`config.mk`:
```
export PLATFORM = sky130hd
export DESIGN_NAME = mul_div_unit
export DESIGN_NICKNAME = d
export VERILOG_FILES = /design/src/rtl/mul_div_pkg.sv /design/src/rtl/mul_div_abs.sv /design/src/rtl/mul_div_unit.sv
export SDC_FILE = /design/constraint.sdc
export NUM_CORES = 1
export LEC_CHECK = 0
export BUFFER_PORTS_ARGS = -buffer_cell sky130_fd_sc_hd__buf_2
export CORE_ASPECT_RATIO = 1.1
export CORE_MARGIN = 2
export CORE_UTILIZATION = 43
export DETAILED_ROUTE_END_ITERATION = 10
export PLACE_DENSITY = 0.71
export SLEW_MARGIN = 20
export SYNTH_ARGS = -nofsm -noshare
export SYNTH_HDL_FRONTEND = slang
export SYNTH_HIERARCHICAL = 1
export SYNTH_SLANG_ARGS = --single-unit
export TNS_END_PERCENT = 20
```
`constraint.sdc`:
```
create_clock -name clock -period 4.3 [get_ports clock]
set_input_delay 0.86 -clock clock [delete_from_list [all_inputs] [get_ports clock]]
set_output_delay 0.86 -clock clock [all_outputs]
set_load 0.1 [all_outputs]
```
`src/rtl/mul_div_pkg.sv`:
```
// mul_div_pkg: shared definitions for the iterative multiply/divide unit.
// Holds the default datapath width, the op encodings, the FSM state
// encoding and small op-decode helpers.
package mul_div_pkg;

    localparam int XLEN_DEFAULT = 64;

    localparam logic [2:0] OP_MUL    = 3'd0;
    localparam logic [2:0] OP_MULH   = 3'd1;
    localparam logic [2:0] OP_MULHSU = 3'd2;
    localparam logic [2:0] OP_MULHU  = 3'd3;
    localparam logic [2:0] OP_DIV    = 3'd4;
    localparam logic [2:0] OP_DIVU   = 3'd5;
    localparam logic [2:0] OP_REM    = 3'd6;
    localparam logic [2:0] OP_REMU   = 3'd7;

    typedef enum logic [1:0] {
        ST_IDLE = 2'd0,
        ST_BUSY = 2'd1,
        ST_DONE = 2'd2
    } state_e;

    // Operand A is interpreted as signed for these ops.
    function automatic logic op_signed_a(input logic [2:0] op);
        logic s;
        case (op)
            OP_MUL, OP_MULH, OP_MULHSU, OP_DIV, OP_REM: s = 1'b1;
            default:                                    s = 1'b0;
        endcase
        return s;
    endfunction

    // Operand B is interpreted as signed for these ops.
    function automatic logic op_signed_b(input logic [2:0] op);
        logic s;
        case (op)
            OP_MUL, OP_MULH, OP_DIV, OP_REM: s = 1'b1;
            default:                         s = 1'b0;
        endcase
        return s;
    endfunction

endpackage

```
`src/rtl/mul_div_abs.sv`:
```
// mul_div_abs: combinational conditional two's-complement negate.
// Used both to take operand magnitudes and to re-apply the result sign.
module mul_div_abs #(
    parameter int W = 64
) (
    input  logic [W-1:0] a,
    input  logic         neg,
    output logic [W-1:0] y
);

    // Negate when requested, otherwise pass the value through unchanged.
    always_comb begin
        if (neg) begin
            y = ~a + {{(W-1){1'b0}}, 1'b1};
        end else begin
            y = a;
        end
    end

endmodule

```
`src/rtl/mul_div_unit.sv`:
```
// mul_div_unit: iterative multiply/divide unit with fixed latency.
// Multiply is radix-2 shift-add over magnitudes, divide is restoring;
// both take XLEN iterations and share the hi/lo working registers.
// Divide support is compiled in only when MUL_DIV_UNIT_DIV_EN is defined;
// otherwise ops 4-7 complete one cycle after accept with result 0.
module mul_div_unit
    import mul_div_pkg::*;
#(
    parameter int XLEN = XLEN_DEFAULT
) (
    input  logic            clock,
    input  logic            reset,
    input  logic            start,
    input  logic [2:0]      op,
    input  logic [XLEN-1:0] rs1_data,
    input  logic [XLEN-1:0] rs2_data,
    input  logic [4:0]      rd_in,
    output logic            busy,
    output logic            done,
    output logic [XLEN-1:0] result,
    output logic [4:0]      rd_out,
    output logic            writereg
);

    localparam int            CW       = $clog2(XLEN + 1);
    localparam logic [CW-1:0] CNT_LAST = CW'(XLEN);
    localparam logic [CW-1:0] CNT_ONE  = {{(CW-1){1'b0}}, 1'b1};
`ifdef MUL_DIV_UNIT_DIV_EN
    localparam logic DIV_EN = 1'b1;
`else
    localparam logic DIV_EN = 1'b0;
`endif

    state_e            state_r;
    state_e            state_nx_s;
    logic [2:0]        op_r;
    logic [XLEN-1:0]   hi_r;
    logic [XLEN-1:0]   lo_r;
    logic [XLEN-1:0]   b_r;
    logic [CW-1:0]     cnt_r;
    logic              neg_q_r;
    logic [4:0]        rd_lat_r;
    logic [4:0]        rd_out_r;
    logic [XLEN-1:0]   result_r;
    logic              done_r;

    logic              sa_s;
    logic              sb_s;
    logic [XLEN-1:0]   a_abs_s;
    logic [XLEN-1:0]   b_abs_s;
    logic              accept_s;
    logic              bypass_s;
    logic              cnt_done_s;
    logic [XLEN:0]     add_s;
    logic [XLEN-1:0]   mul_hi_s;
    logic [XLEN-1:0]   mul_lo_s;
    logic [XLEN-1:0]   step_hi_s;
    logic [XLEN-1:0]   step_lo_s;
    logic [2*XLEN-1:0] prod_fix_s;
    logic [XLEN-1:0]   final_s;

`ifdef MUL_DIV_UNIT_DIV_EN
    logic [XLEN-1:0]   a_r;
    logic              neg_r_r;
    logic              div0_r;
    logic [XLEN:0]     sh_s;
    logic [XLEN-1:0]   sub_s;
    logic              ge_s;
    logic [XLEN-1:0]   div_hi_s;
    logic [XLEN-1:0]   div_lo_s;
    logic [XLEN-1:0]   q_fix_s;
    logic [XLEN-1:0]   r_fix_s;
`endif

    assign sa_s       = op_signed_a(op) & rs1_data[XLEN-1];
    assign sb_s       = op_signed_b(op) & rs2_data[XLEN-1];
    assign accept_s   = (state_r == ST_IDLE) & start;
    // Divide ops skip the iteration entirely when no divider is built.
    assign bypass_s   = ~DIV_EN & op[2];
    assign cnt_done_s = (cnt_r == CNT_LAST);

    mul_div_abs #(.W(XLEN)) u_abs_a (.a(rs1_data), .neg(sa_s), .y(a_abs_s));
    mul_div_abs #(.W(XLEN)) u_abs_b (.a(rs2_data), .neg(sb_s), .y(b_abs_s));
    mul_div_abs #(.W(2*XLEN)) u_fix_prod (.a({hi_r, lo_r}), .neg(neg_q_r), .y(prod_fix_s));
`ifdef MUL_DIV_UNIT_DIV_EN
    mul_div_abs #(.W(XLEN)) u_fix_quot (.a(lo_r), .neg(neg_q_r), .y(q_fix_s));
    mul_div_abs #(.W(XLEN)) u_fix_rem  (.a(hi_r), .neg(neg_r_r), .y(r_fix_s));
`endif

    // FSM state register.
    always_ff @(posedge clock or negedge reset) begin
        if (!reset) begin
            state_r <= ST_IDLE;
        end else begin
            state_r <= state_nx_s;
        end
    end

    // FSM next-state: BUSY holds for XLEN iterations plus one finalise edge.
    always_comb begin
        state_nx_s = state_r;
        case (state_r)
            ST_IDLE: begin
                if (start) begin
                    if (bypass_s) begin
                        state_nx_s = ST_DONE;
                    end else begin
                        state_nx_s = ST_BUSY;
                    end
                end else begin
                    state_nx_s = ST_IDLE;
                end
            end
            ST_BUSY: begin
                if (cnt_done_s) begin
                    state_nx_s = ST_DONE;
                end else begin
                    state_nx_s = ST_BUSY;
                end
            end
            ST_DONE: state_nx_s = ST_IDLE;
            default: state_nx_s = ST_IDLE;
        endcase
    end

    // One shift-add multiply step: conditionally add multiplicand, shift {hi,lo} right.
    always_comb begin
        if (lo_r[0]) begin
            add_s = {1'b0, hi_r} + {1'b0, b_r};
        end else begin
            add_s = {1'b0, hi_r};
        end
        mul_hi_s = add_s[XLEN:1];
        mul_lo_s = {add_s[0], lo_r[XLEN-1:1]};
    end

`ifdef MUL_DIV_UNIT_DIV_EN
    // One restoring divide step: shift dividend bit into remainder, subtract if it fits.
    always_comb begin
        sh_s  = {hi_r, lo_r[XLEN-1]};
        ge_s  = (sh_s >= {1'b0, b_r});
        // The difference always fits in XLEN bits when it is kept.
        sub_s = sh_s[XLEN-1:0] - b_r;
        if (ge_s) begin
            div_hi_s = sub_s;
        end else begin
            div_hi_s = sh_s[XLEN-1:0];
        end
        div_lo_s = {lo_r[XLEN-2:0], ge_s};
    end
`endif

    // Select the iteration step for the latched op.
    always_comb begin
`ifdef MUL_DIV_UNIT_DIV_EN
        if (op_r[2]) begin
            step_hi_s = div_hi_s;
            step_lo_s = div_lo_s;
        end else begin
            step_hi_s = mul_hi_s;
            step_lo_s = mul_lo_s;
        end
`else
        step_hi_s = mul_hi_s;
        step_lo_s = mul_lo_s;
`endif
    end

    // Final result selection with sign fix and divide corner cases.
    always_comb begin
        final_s = '0;
        case (op_r)
            OP_MUL:                       final_s = prod_fix_s[XLEN-1:0];
            OP_MULH, OP_MULHSU, OP_MULHU: final_s = prod_fix_s[2*XLEN-1:XLEN];
`ifdef MUL_DIV_UNIT_DIV_EN
            OP_DIV, OP_DIVU: begin
                if (div0_r) begin
                    final_s = '1;
                end else begin
                    final_s = q_fix_s;
                end
            end
            OP_REM, OP_REMU: begin
                if (div0_r) begin
                    final_s = a_r;
                end else begin
                    final_s = r_fix_s;
                end
            end
`endif
            default: final_s = '0;
        endcase
    end

    // Working registers: load magnitudes on accept, iterate while BUSY.
    always_ff @(posedge clock or negedge reset) begin
        if (!reset) begin
            op_r     <= 3'd0;
            hi_r     <= '0;
            lo_r     <= '0;
            b_r      <= '0;
            cnt_r    <= '0;
            neg_q_r  <= 1'b0;
            rd_lat_r <= 5'd0;
`ifdef MUL_DIV_UNIT_DIV_EN
            a_r      <= '0;
            neg_r_r  <= 1'b0;
            div0_r   <= 1'b0;
`endif
        end else begin
            if (accept_s) begin
                op_r     <= op;
                hi_r     <= '0;
                lo_r     <= a_abs_s;
                b_r      <= b_abs_s;
                cnt_r    <= '0;
                neg_q_r  <= sa_s ^ sb_s;
                rd_lat_r <= rd_in;
`ifdef MUL_DIV_UNIT_DIV_EN
                a_r      <= rs1_data;
                neg_r_r  <= sa_s;
                div0_r   <= (rs2_data == '0);
`endif
            end else if ((state_r == ST_BUSY) && !cnt_done_s) begin
                hi_r  <= step_hi_s;
                lo_r  <= step_lo_s;
                cnt_r <= cnt_r + CNT_ONE;
            end else begin
                cnt_r <= cnt_r;
            end
        end
    end

    // Output registers: result/rd_out update only on the edge entering DONE.
    always_ff @(posedge clock or negedge reset) begin
        if (!reset) begin
            result_r <= '0;
            rd_out_r <= 5'd0;
            done_r   <= 1'b0;
        end else begin
            done_r <= (state_nx_s == ST_DONE);
            if (accept_s && bypass_s) begin
                result_r <= '0;
                rd_out_r <= rd_in;
            end else if ((state_r == ST_BUSY) && cnt_done_s) begin
                result_r <= final_s;
                rd_out_r <= rd_lat_r;
            end else begin
                result_r <= result_r;
                rd_out_r <= rd_out_r;
            end
        end
    end

    assign busy     = (state_r != ST_IDLE);
    assign done     = done_r;
    assign writereg = done_r;
    assign result   = result_r;
    assign rd_out   = rd_out_r;

endmodule

```
==> summary.md, run 1 <==
| Metric | Value |
|---|---|
| Clock Pin Slew Worst Setup and Hold Paths | `0.07 ns` |
| Die height | `241 um` |
| Flop2flop setup slack | `0.35 ns` |
| I/O pin cnt | `211` |
| Cell area power density | `733 nW/um^2` |
| Worst Setup EP | `result[3]` |
| DP Worst Slack | `0.374 ns` |
| DRC | `0` |
| GR peak layer | `met2` |
| WP data arrival | `4.40 ns` |
| PortBufs | `210` |
| EDFF count, synth | `0` |
| Crit start category | `flop` |
| Unique masters post-synth | `90` |
| Delay-heaviest family, CP | `simple AND/OR/NAND/NOR gates` |
| FF-to-FF path depth | `9` |
| Sw Share | `50.0%` |
| Clock root cell | `clkbuf_16` |
| Crit path depth | `9` |
| Grt total ovfl | `0` |
| Hold Fails Final Rpt | `0` |
| Highest-delay cell along the critical path | `nor4_1` |
| Share of layout cells above drive strength 1 | `15.6%` |
| Setup crit end kind | `flop` |
| Antenna Nets Post-Route | `0` |
| Num CTS Buffers | `29` |
| Crit path buf inv count | `1` |
| GP Congestion | `0.952` |
| Finished Core Util | `49.0%` |
| Slowest Stage Delay on Critical Path | `0.85 ns` |
| Total negative slack | `0 ns` |
| Post-layout min period | `3.95 ns` |
| Final setup skew | `0.0395 ns` |
| Part of the power in registers | `27.3%` |
| R2r startpoint | `lo_r[10]` |
| Int Pwr | `0.00915 W` |
| CTS resizes | `0` |
| Top cells by area, synth | `dfrtp_1 32%, xnor2_1 11%, nand2_1 9.8%` |
| Setup Fix Bufs, Post-CTS | `0` |
| Core Region | `50900 um^2` |
| Synth Register Bits | `280` |
| CTS tree | `built` |
| Total die area | `53100 um^2` |
| Start point of the critical path | `lo_r[10]` |
| Clock power frac | `15.1%` |
| Worst hold slack | `0.305 ns` |
| Routed WL | `74900 um` |
| Top-area cell type share of the netlist area | `31.8%` |
| HP Class | `in2async` |
| DRT Pass-1 Iters | `6` |
| Area leader, netlist | `dfrtp_1` |
| Clock buffer depth | `3` |
| Status | `finished clean` |
| Comb pwr share | `57.6%` |
| Max Freq | `253 MHz` |
| LEAKAGE | `10.6 nW` |
| WS Path Type | `reg2reg` |
| Placed instance area | `23900 um^2` |
| Mapped Cells | `2698` |
| Met2 Use GR | `44.7%` |
| Peak VDD IR | `431 uV` |
| Maxcap violations | `0` |
| Vias | `21.5k` |
| CP Data Required Time | `4.75 ns` |
| Yosys warns | `6` |
| GR Util All Layers | `27.4%` |
| Worst-path fanout max | `16` |
| Main synth FF type | `dfrtp_1` |
| Worst slew pin tran | `1.07 ns` |
| RSZ-0062 raised after global routing | `no` |
| Via density | `6.06` |
| Worst R2R End | `result[3]` |
| Synthesized cell area | `22000 um^2` |
| First-pass GRT wire length | `115000 um` |
| Syn nets | `2907` |
| Final Max Slew Viols | `0` |
| Setup-failing EPs final | `0` |
| Register area share after synthesis | `31.8%` |
| Placement row count | `87` |
| # hold bufs at CTS | `0` |
| Initial antenna violation count | `1` |
| Net count, final | `3065` |
| Pin count of the biggest net entering global routing | `115` |
| Clk sink count | `280` |
| Final period utilization | `91.9%` |
| Sw Pwr | `0.00915 W` |
| Post-route design area | `25000 um^2` |
| Syn-to-layout area delta | `13.3%` |
| Detailed Route Iter0 Violations | `1686` |
| Async set-reset flop share out of synthesis | `100%` |
| Detailed-route wire length per cell | `21.1 um` |
| Dpl hpwl | `57200 um` |
| Crit path cell chain | `nor4_1, nand4_1, nor3_2, buf_4, nand3_1, o41ai_1, xnor2_1, a22oi_1, o21ai_0` |
| PnR worst setup slack | `0.347 ns` |
| Die width | `220 um` |
| Antenna fix cells | `0` |
| Worst skew pair latency | `0.60 ns` |
| Vias in the first global route | `20.6k` |
| Worst slew margin | `27.8%` |
| Syn_area_per_cell | `8.17 um^2` |
| CTS H-tree lvls | `1` |
| Met1 Use GR | `36.9%` |
| Starting Density | `43.3%` |
| Met3 usage | `2.86%` |
==> cell type report <==
class                   count  area (um^2)
fillers                  4948        26000
clock inverters            16          203
flip-flops and latches    280         7010
multi-input cells        2229        14300
well taps                 667          835
repair buffers            278         1600
inverters                  38          143
clock buffers              38          840
==> power groups by stage <==
stage / sequential [W] / clock (W) / combinational (W)
after CTS: 0.00496 / 0.00280 / 0.0104
final: 0.00500 / 0.00276 / 0.0105
after floorplan: 0.00469 / 0 / 0.00749
after global routing: 0.00514 / 0.00290 / 0.0115
after global placement: 0.00495 / 0 / 0.0102
after detailed placement: 0.00499 / 0 / 0.0104
==> cell usage after synthesis (32+ instances only) <==
cell type / number
o41ai_1: 44
o21ai_0: 218
a21o_1: 33
nor2_1: 105
nand3_1: 72
nor3_1: 50
inv_1: 37
clkbuf_1: 127
nand4_1: 41
a22oi_1: 149
ha_1: 69
nand2_1: 578
or3_1: 32
dfrtp_1: 280
a21oi_1: 93
nor4_1: 42
o31ai_1: 71
xnor2_1: 280
==> state kept, by name, summed over array words and instances, names as in the netlist <==
| signal | cells |
|---|---|
| done | 1 |
| b_r | 64 |
| state_r | 2 |
| hi_r | 64 |
| cnt_r | 7 |
| op_r | 3 |
| neg_q_r | 1 |
| rd_out | 5 |
| result | 64 |
| lo_r | 64 |
| rd_lat_r | 5 |
==> per-stage QoR <==
stage               instances  total power (W)
global placement         3492           0.0152
detailed placement       3492           0.0154
floorplan                2698           0.0122
CTS                      3546           0.0182
finish                   3546           0.0183
global route             3546           0.0196
==> cells in the final DEF (no fill, tap or decap), types with 69 or more instances in the layout <==
master,instances
nand2_1,577
xnor2_1,280
dfrtp_1,279
o21ai_0,218
buf_2,209
a22oi_1,149
nor2_1,103
a21oi_1,93
nand3_1,72
o31ai_1,71
ha_1,69
==> worst min-delay path by stage <==
stage,start,endpoint,slack (ns),cells past startpoint
6_report,reset,result[63],0.31,1
5_1_grt,reset,result[63],0.39,1
4_1_cts,reset,lo_r[63],0.39,1
3_5_place_dp,rd_lat_r[1],rd_lat_r[1],0.46,2
3_3_place_gp,rd_lat_r[3],rd_lat_r[3],0.46,2
2_1_floorplan,rd_lat_r[0],rd_lat_r[0],0.44,2
==> cell families (layout without fill, tap and decap cells) <==
group / after synthesis / after routing / share of synthesized area (%)
flip-flops: 280 / 280 / 31.8
AND/OR/NAND/NOR: 1078 / 1078 / 24.0
AO/OA/AOI/OAI: 742 / 742 / 23.2
adder cells (fa/ha/maj): 70 / 70 / 4.01
buffers and inverters: 189 / 370 / 3.37
multiplexers: 28 / 28 / 1.28
XOR/XNOR: 311 / 311 / 12.4
==> metal layers <==
layer / share of wire (%) / up-vias / routed length (um)
li1: - / 10121 / -
met3: 5.8 / 149 / 4380
met1: 43 / 10394 / 32500
met4: 4.3 / 2 / 3200
met5: 0.013 / - / 10
met2: 46 / 834 / 34800
==> worst register-to-register path: cells and delay by family (launching register included) <==
kind | cells | cell delay [ns]
and+or+nand+nor | 4 | 2.00
buffers and inverters | 1 | 0.27
xor gates and xnor gates | 1 | 0.17
DFF | 1 | 0.43
AOI/OAI and AO/OA | 3 | 0.96
(Power assumes the default switching activity.)
==> inputs of run 2 (changes only) <==
- GPL_TIMING_DRIVEN: unset -> 0
- clock period: 4.3 -> 5 ns (I/O delays scaled with it)
==> run 2 against run 1 <==
Against the previous run: non-clock buffer count rose by 86; worst hold slack improved by 0.12 ns; routed wire length is 1.4% higher; via count increased by 0.60%; critical endpoint is now result[37]; largest power group unchanged; global-route usage rose by 0.36 points; flip-flop and latch count did not move; critical path depth shrank 1; highest routed layer unchanged; utilization rose by 0.31 points; clock-buffer cell count grew 1; clock skew shrank 0.027 ns; first-iteration DRC count is 17% higher.
==> summary.md, run 2 (synthesis results as in run 1) <==
| Metric | Value |
|---|---|
| CTS resizes | `0` |
| Share of layout cells above drive strength 1 | `13.0%` |
| Commonest non-fill, non-tap cell in the layout | `nand2_1` |
| Pin count of the biggest net entering global routing | `100` |
| Initial antenna violation count | `2` |
| Setup-failing EPs final | `0` |
| Max Freq | `221 MHz` |
| Final Max Slew Viols | `0` |
| First-pass GRT wire length | `115000 um` |
| Maxcap violations | `0` |
| DRC | `0` |
| Clock Pin Slew Worst Setup and Hold Paths | `0.07 ns` |
| CTS tree | `built` |
| Num CTS Buffers | `29` |
| Hold Fails Final Rpt | `0` |
| Peak VDD IR | `275 uV` |
| Worst skew pair latency | `0.57 ns` |
| Via density | `5.96` |
| Detailed-route wire length per cell | `20.9 um` |
| Worst-path fanout max | `8` |
| DRT Pass-1 Iters | `6` |
| Antenna Nets Post-Route | `0` |
| Placement row count | `87` |
| Setup crit end kind | `flop` |
| Detailed Route Iter0 Violations | `1981` |
| Total die area | `53100 um^2` |
| # hold bufs at CTS | `0` |
| Grt total ovfl | `0` |
| WP data arrival | `4.96 ns` |
| CP Data Required Time | `5.44 ns` |
| Pwr Total | `0.0159 W` |
| Setup Fix Bufs, Post-CTS | `0` |
| Vias | `21.6k` |
| Fillers | `5075` |
| Die height | `241 um` |
| Worst slew pin tran | `1.15 ns` |
| Syn-to-layout area delta | `14.0%` |
| Final setup skew | `0.0128 ns` |
| PortBufs | `210` |
| Die width | `220 um` |
| GR Util All Layers | `27.7%` |
| Core Region | `50900 um^2` |
| Post-route design area | `25100 um^2` |
| Most frequent cells in the layout | `578 x nand2_1, 280 x xnor2_1, 280 x dfrtp_1` |
| Clock root cell | `clkbuf_16` |
| Routed WL | `75900 um` |
| Placed instance area | `24000 um^2` |
| Final period utilization | `90.4%` |
| Worst slew margin | `22.5%` |
| Crit start category | `flop` |
| GP Congestion | `0.982` |
| Net count, final | `3151` |
| HP Class | `in2async` |
| RSZ-0062 raised after global routing | `no` |
| Post-layout min period | `4.52 ns` |
| Clock buffer depth | `3` |
| LEAKAGE | `10.5 nW` |
| I/O pin cnt | `211` |
| Vias in the first global route | `20.5k` |
| Dpl hpwl | `60300 um` |
| Worst hold slack | `0.426 ns` |
| Starting Density | `43.3%` |
| CTS H-tree lvls | `1` |
| WS Path Type | `reg2reg` |
| Clk sink count | `280` |
| Cell area power density | `633 nW/um^2` |
| Status | `finished clean` |
| Finished Core Util | `49.3%` |
[run 2: changes by cell type in the layout (fill, tap and decap cells not counted), sizes merged]
cell      before  now
bufinv         4    6
diode          0    1
clkinvlp       3    1
buf          278  237
clkbuf        38  166
inv           40   38
[run 2: through the flow]
step	worst slack, ns	TNS, ns	instances
floorplan	1.83	0	2698
global placement	-2.18	-599.94	3575
detailed placement	0.755	0	3578
CTS	0.750	0	3631
global route	0.409	0	3632
finish	0.480	0	3632
[run 2: power breakdown]
group	total [W]	switching [W]	internal, W
logic	0.00914	0.00581	0.00333
clock network	0.00245	0.000944	0.00151
registers	0.00432	0.00126	0.00305
[run 2: metal layers]
metal	share of wire [%]	GRT usage, %	vias to the layer above
met4	5.1	13.2	2
met3	6.4	2.54	199
met5	0.013	0	-
met2	46	46.2	872
met1	42	36.4	10222
li1	-	-	10334
[run 2: worst paths after layout]
check,from,end,slack (ns),cells past startpoint
min in group clock,result[12],result[12],0.48,2
worst max-delay path,lo_r[50],result[37],0.48,8
worst min-delay path,reset,b_r[56],0.43,1
worst min register to register,result[12],result[12],0.48,2
worst max register to register,lo_r[50],result[37],0.48,8
max in group asynchronous,reset,lo_r[7],3.60,2
[run 2: final cells by class]
type | count | area, um^2 | share of cell area [%]
Tap cell | 667 | 835 | 3.32
Clock inverter | 14 | 241 | 0.962
Antenna cell | 1 | 2.50 | 0.00996
Multi-Input combinational cell | 2229 | 14300 | 57.0
Clock buffer | 39 | 853 | 3.40
Buffer | 151 | 599 | 2.39
Sequential cell | 280 | 7010 | 27.9
Inverter | 38 | 143 | 0.568
Timing Repair Buffer | 213 | 1120 | 4.47
[run 2: worst max-delay path, stage by stage, from the launching register on]
cell     delay (ns)
dfrtp_1        0.46
nor4_1         1.00
nand3_1        0.63
nor4_2         0.66
nand4_1        0.55
o41ai_1        0.53
xnor2_1        0.20
a22oi_1        0.24
o21ai_0        0.10
==> inputs of run 3 (changes only) <==
- CORE_ASPECT_RATIO: 1.1 -> unset
==> run 3 against run 2 <==
Against the previous run: sequential share of layout area grew 0.16 points; worst hold slack lost 0.0085 ns; setup slack better by 0.18 ns; register-to-register slack improved by 0.18 ns; combinational power is 2% higher; fmax grew 4.2%; first-iteration DRC count increased by 8.7%; clock skew is 0.0032 ns higher; flip-flop and latch count is the same; via count is 1.5% higher; utilization grew 0.27 points; sequential power increased by 1%.
==> summary.md, run 3 (synthesis results as in run 1) <==
| Metric | Value |
|---|---|
| Peak VDD IR | `346 uV` |
| Final Max Slew Viols | `0` |
| Worst slew pin tran | `1.14 ns` |
| Sw Pwr | `0.00822 W` |
| Worst hold slack | `0.417 ns` |
| Vias | `22.0k` |
| Pin count of the biggest net entering global routing | `102` |
| LEAKAGE | `10.4 nW` |
| WP data arrival | `4.79 ns` |
| Final std cells w/o fill | `3639` |
| Max Freq | `230 MHz` |
| Comb pwr share | `58.6%` |
| Grt total ovfl | `0` |
| Vias in the first global route | `21.3k` |
| Setup crit end kind | `flop` |
| Setup-failing EPs final | `0` |
| CTS tree | `built` |
| DRC | `0` |
| Int Pwr | `0.00760 W` |
| # hold bufs at CTS | `0` |
| Clock root cell | `clkbuf_16` |
| GP Congestion | `0.966` |
| Maxcap violations | `0` |
| Sw Share | `52.0%` |
| Core Region | `50400 um^2` |
| WS Path Type | `reg2reg` |
| Die height | `230 um` |
| GR Util All Layers | `29.3%` |
| Via density | `6.03` |
| Total die area | `53100 um^2` |
| Clk sink count | `280` |
| Clock Pin Slew Worst Setup and Hold Paths | `0.06 ns` |
| I/O pin cnt | `211` |
| Starting Density | `43.7%` |
| Crit start category | `flop` |
| Dpl hpwl | `64400 um` |
| Net count, final | `3152` |
| Setup Fix Bufs, Post-CTS | `0` |
| CTS resizes | `0` |
| Initial antenna violation count | `1` |
| Syn-to-layout area delta | `13.3%` |
| Clock buffer depth | `3` |
| Worst slew margin | `23.6%` |
| Share of layout cells above drive strength 1 | `12.8%` |
| Routed WL | `80400 um` |
| Cell area power density | `634 nW/um^2` |
| DP Cell Count | `3583` |
| Final setup skew | `0.0160 ns` |
| Worst-path fanout max | `8` |
| Commonest non-fill, non-tap cell in the layout | `nand2_1` |
| PortBufs | `210` |
| Status | `finished clean` |
| Post-layout min period | `4.34 ns` |
| First-pass GRT wire length | `123000 um` |
| Die width | `230 um` |
| Num CTS Buffers | `30` |
| Hold Fails Final Rpt | `0` |
| Antenna Nets Post-Route | `0` |
| Detailed-route wire length per cell | `22.1 um` |
| Worst skew pair latency | `0.59 ns` |
| CTS H-tree lvls | `1` |
| Clock power frac | `13.7%` |
| Most frequent cells in the layout | `578 x nand2_1, 280 x xnor2_1, 280 x dfrtp_1` |
| Placement row count | `82` |
| Final period utilization | `86.8%` |
| CP Data Required Time | `5.45 ns` |
| Detailed Route Iter0 Violations | `2154` |
| Part of the power in registers | `27.7%` |
| DRT Pass-1 Iters | `8` |
| HP Class | `in2async` |
| RSZ-0062 raised after global routing | `no` |
run 3: cell types whose count changed in the layout (fill, tap and decap cells not counted), moves of 2 or more:
cell,change
bufinv_16,-6
clkbuf_1,+8
clkbuf_16,+2
clkbuf_8,-4
clkinv_2,+2
clkinvlp_4,+2
run 3: metrics by stage:
| step | power (W) | TNS [ns] | utilization [%] | area (um^2) | setup WS [ns] |
|---|---|---|---|---|---|
| final | 0.0158 | 0 | 49.6 | 25000 | 0.660 |
| after floorplan | 0.0105 | 0 | - | 22000 | 1.83 |
| after detailed placement | 0.0134 | 0 | 47.7 | 24000 | 0.614 |
| after global placement | 0.0132 | -551.59 | 47.5 | 23900 | -2.02 |
| after global routing | 0.0169 | 0 | 49.6 | 25000 | 0.416 |
| after CTS | 0.0156 | 0 | 49.5 | 25000 | 0.563 |
run 3: path summary, 6_finish.rpt:
path	startpoint	end	slack [ns]	depth (start not counted)
setup / recovery	lo_r[50]	result[37]	0.66	8
hold reg to reg	rd_lat_r[3]	rd_lat_r[3]	0.48	2
hold / removal	reset	b_r[58]	0.42	1
setup reg to reg	lo_r[50]	result[37]	0.66	8
min in group clock	rd_lat_r[3]	rd_lat_r[3]	0.48	2
max in group asynchronous	reset	lo_r[7]	3.59	2
run 3: area by class of cell:
cell class                      instances  area [um^2]
Fill cell                            4914        25400
Multi-Input combinational cell       2229        14300
Sequential cell                       280         7010
Timing Repair Buffer                  213         1120
Clock buffer                           45          878
Tap cell                              672          841
Buffer                                151          599
Inverter                               38          143
Clock inverter                         10         61.3
Antenna cell                            1         2.50
run 3: routing by layer:
layer  GRT usage, %  part of all wire (%)
met5              0                     0
met4           13.5                   5.1
met3           2.88                   6.6
met2           48.1                    46
met1           39.2                    43
run 3: power by group through the flow:
stage / combinational, W / sequential (W) / clock, W
floorplan: 0.00644 / 0.00403 / 0
global placement: 0.00892 / 0.00432 / 0
detailed placement: 0.00908 / 0.00436 / 0
CTS: 0.00912 / 0.00433 / 0.00219
global route: 0.0101 / 0.00448 / 0.00226
finish: 0.00928 / 0.00438 / 0.00216
run 3: critical path: stages, from the launching register on:
cell and delay (ns):
dfrtp_1 0.46, nor4_1 0.91, nand3_1 0.60, nor4_2 0.64, nand4_1 0.57, o41ai_1 0.50, xnor2_1 0.18, a22oi_1 0.24
o21ai_0 0.10
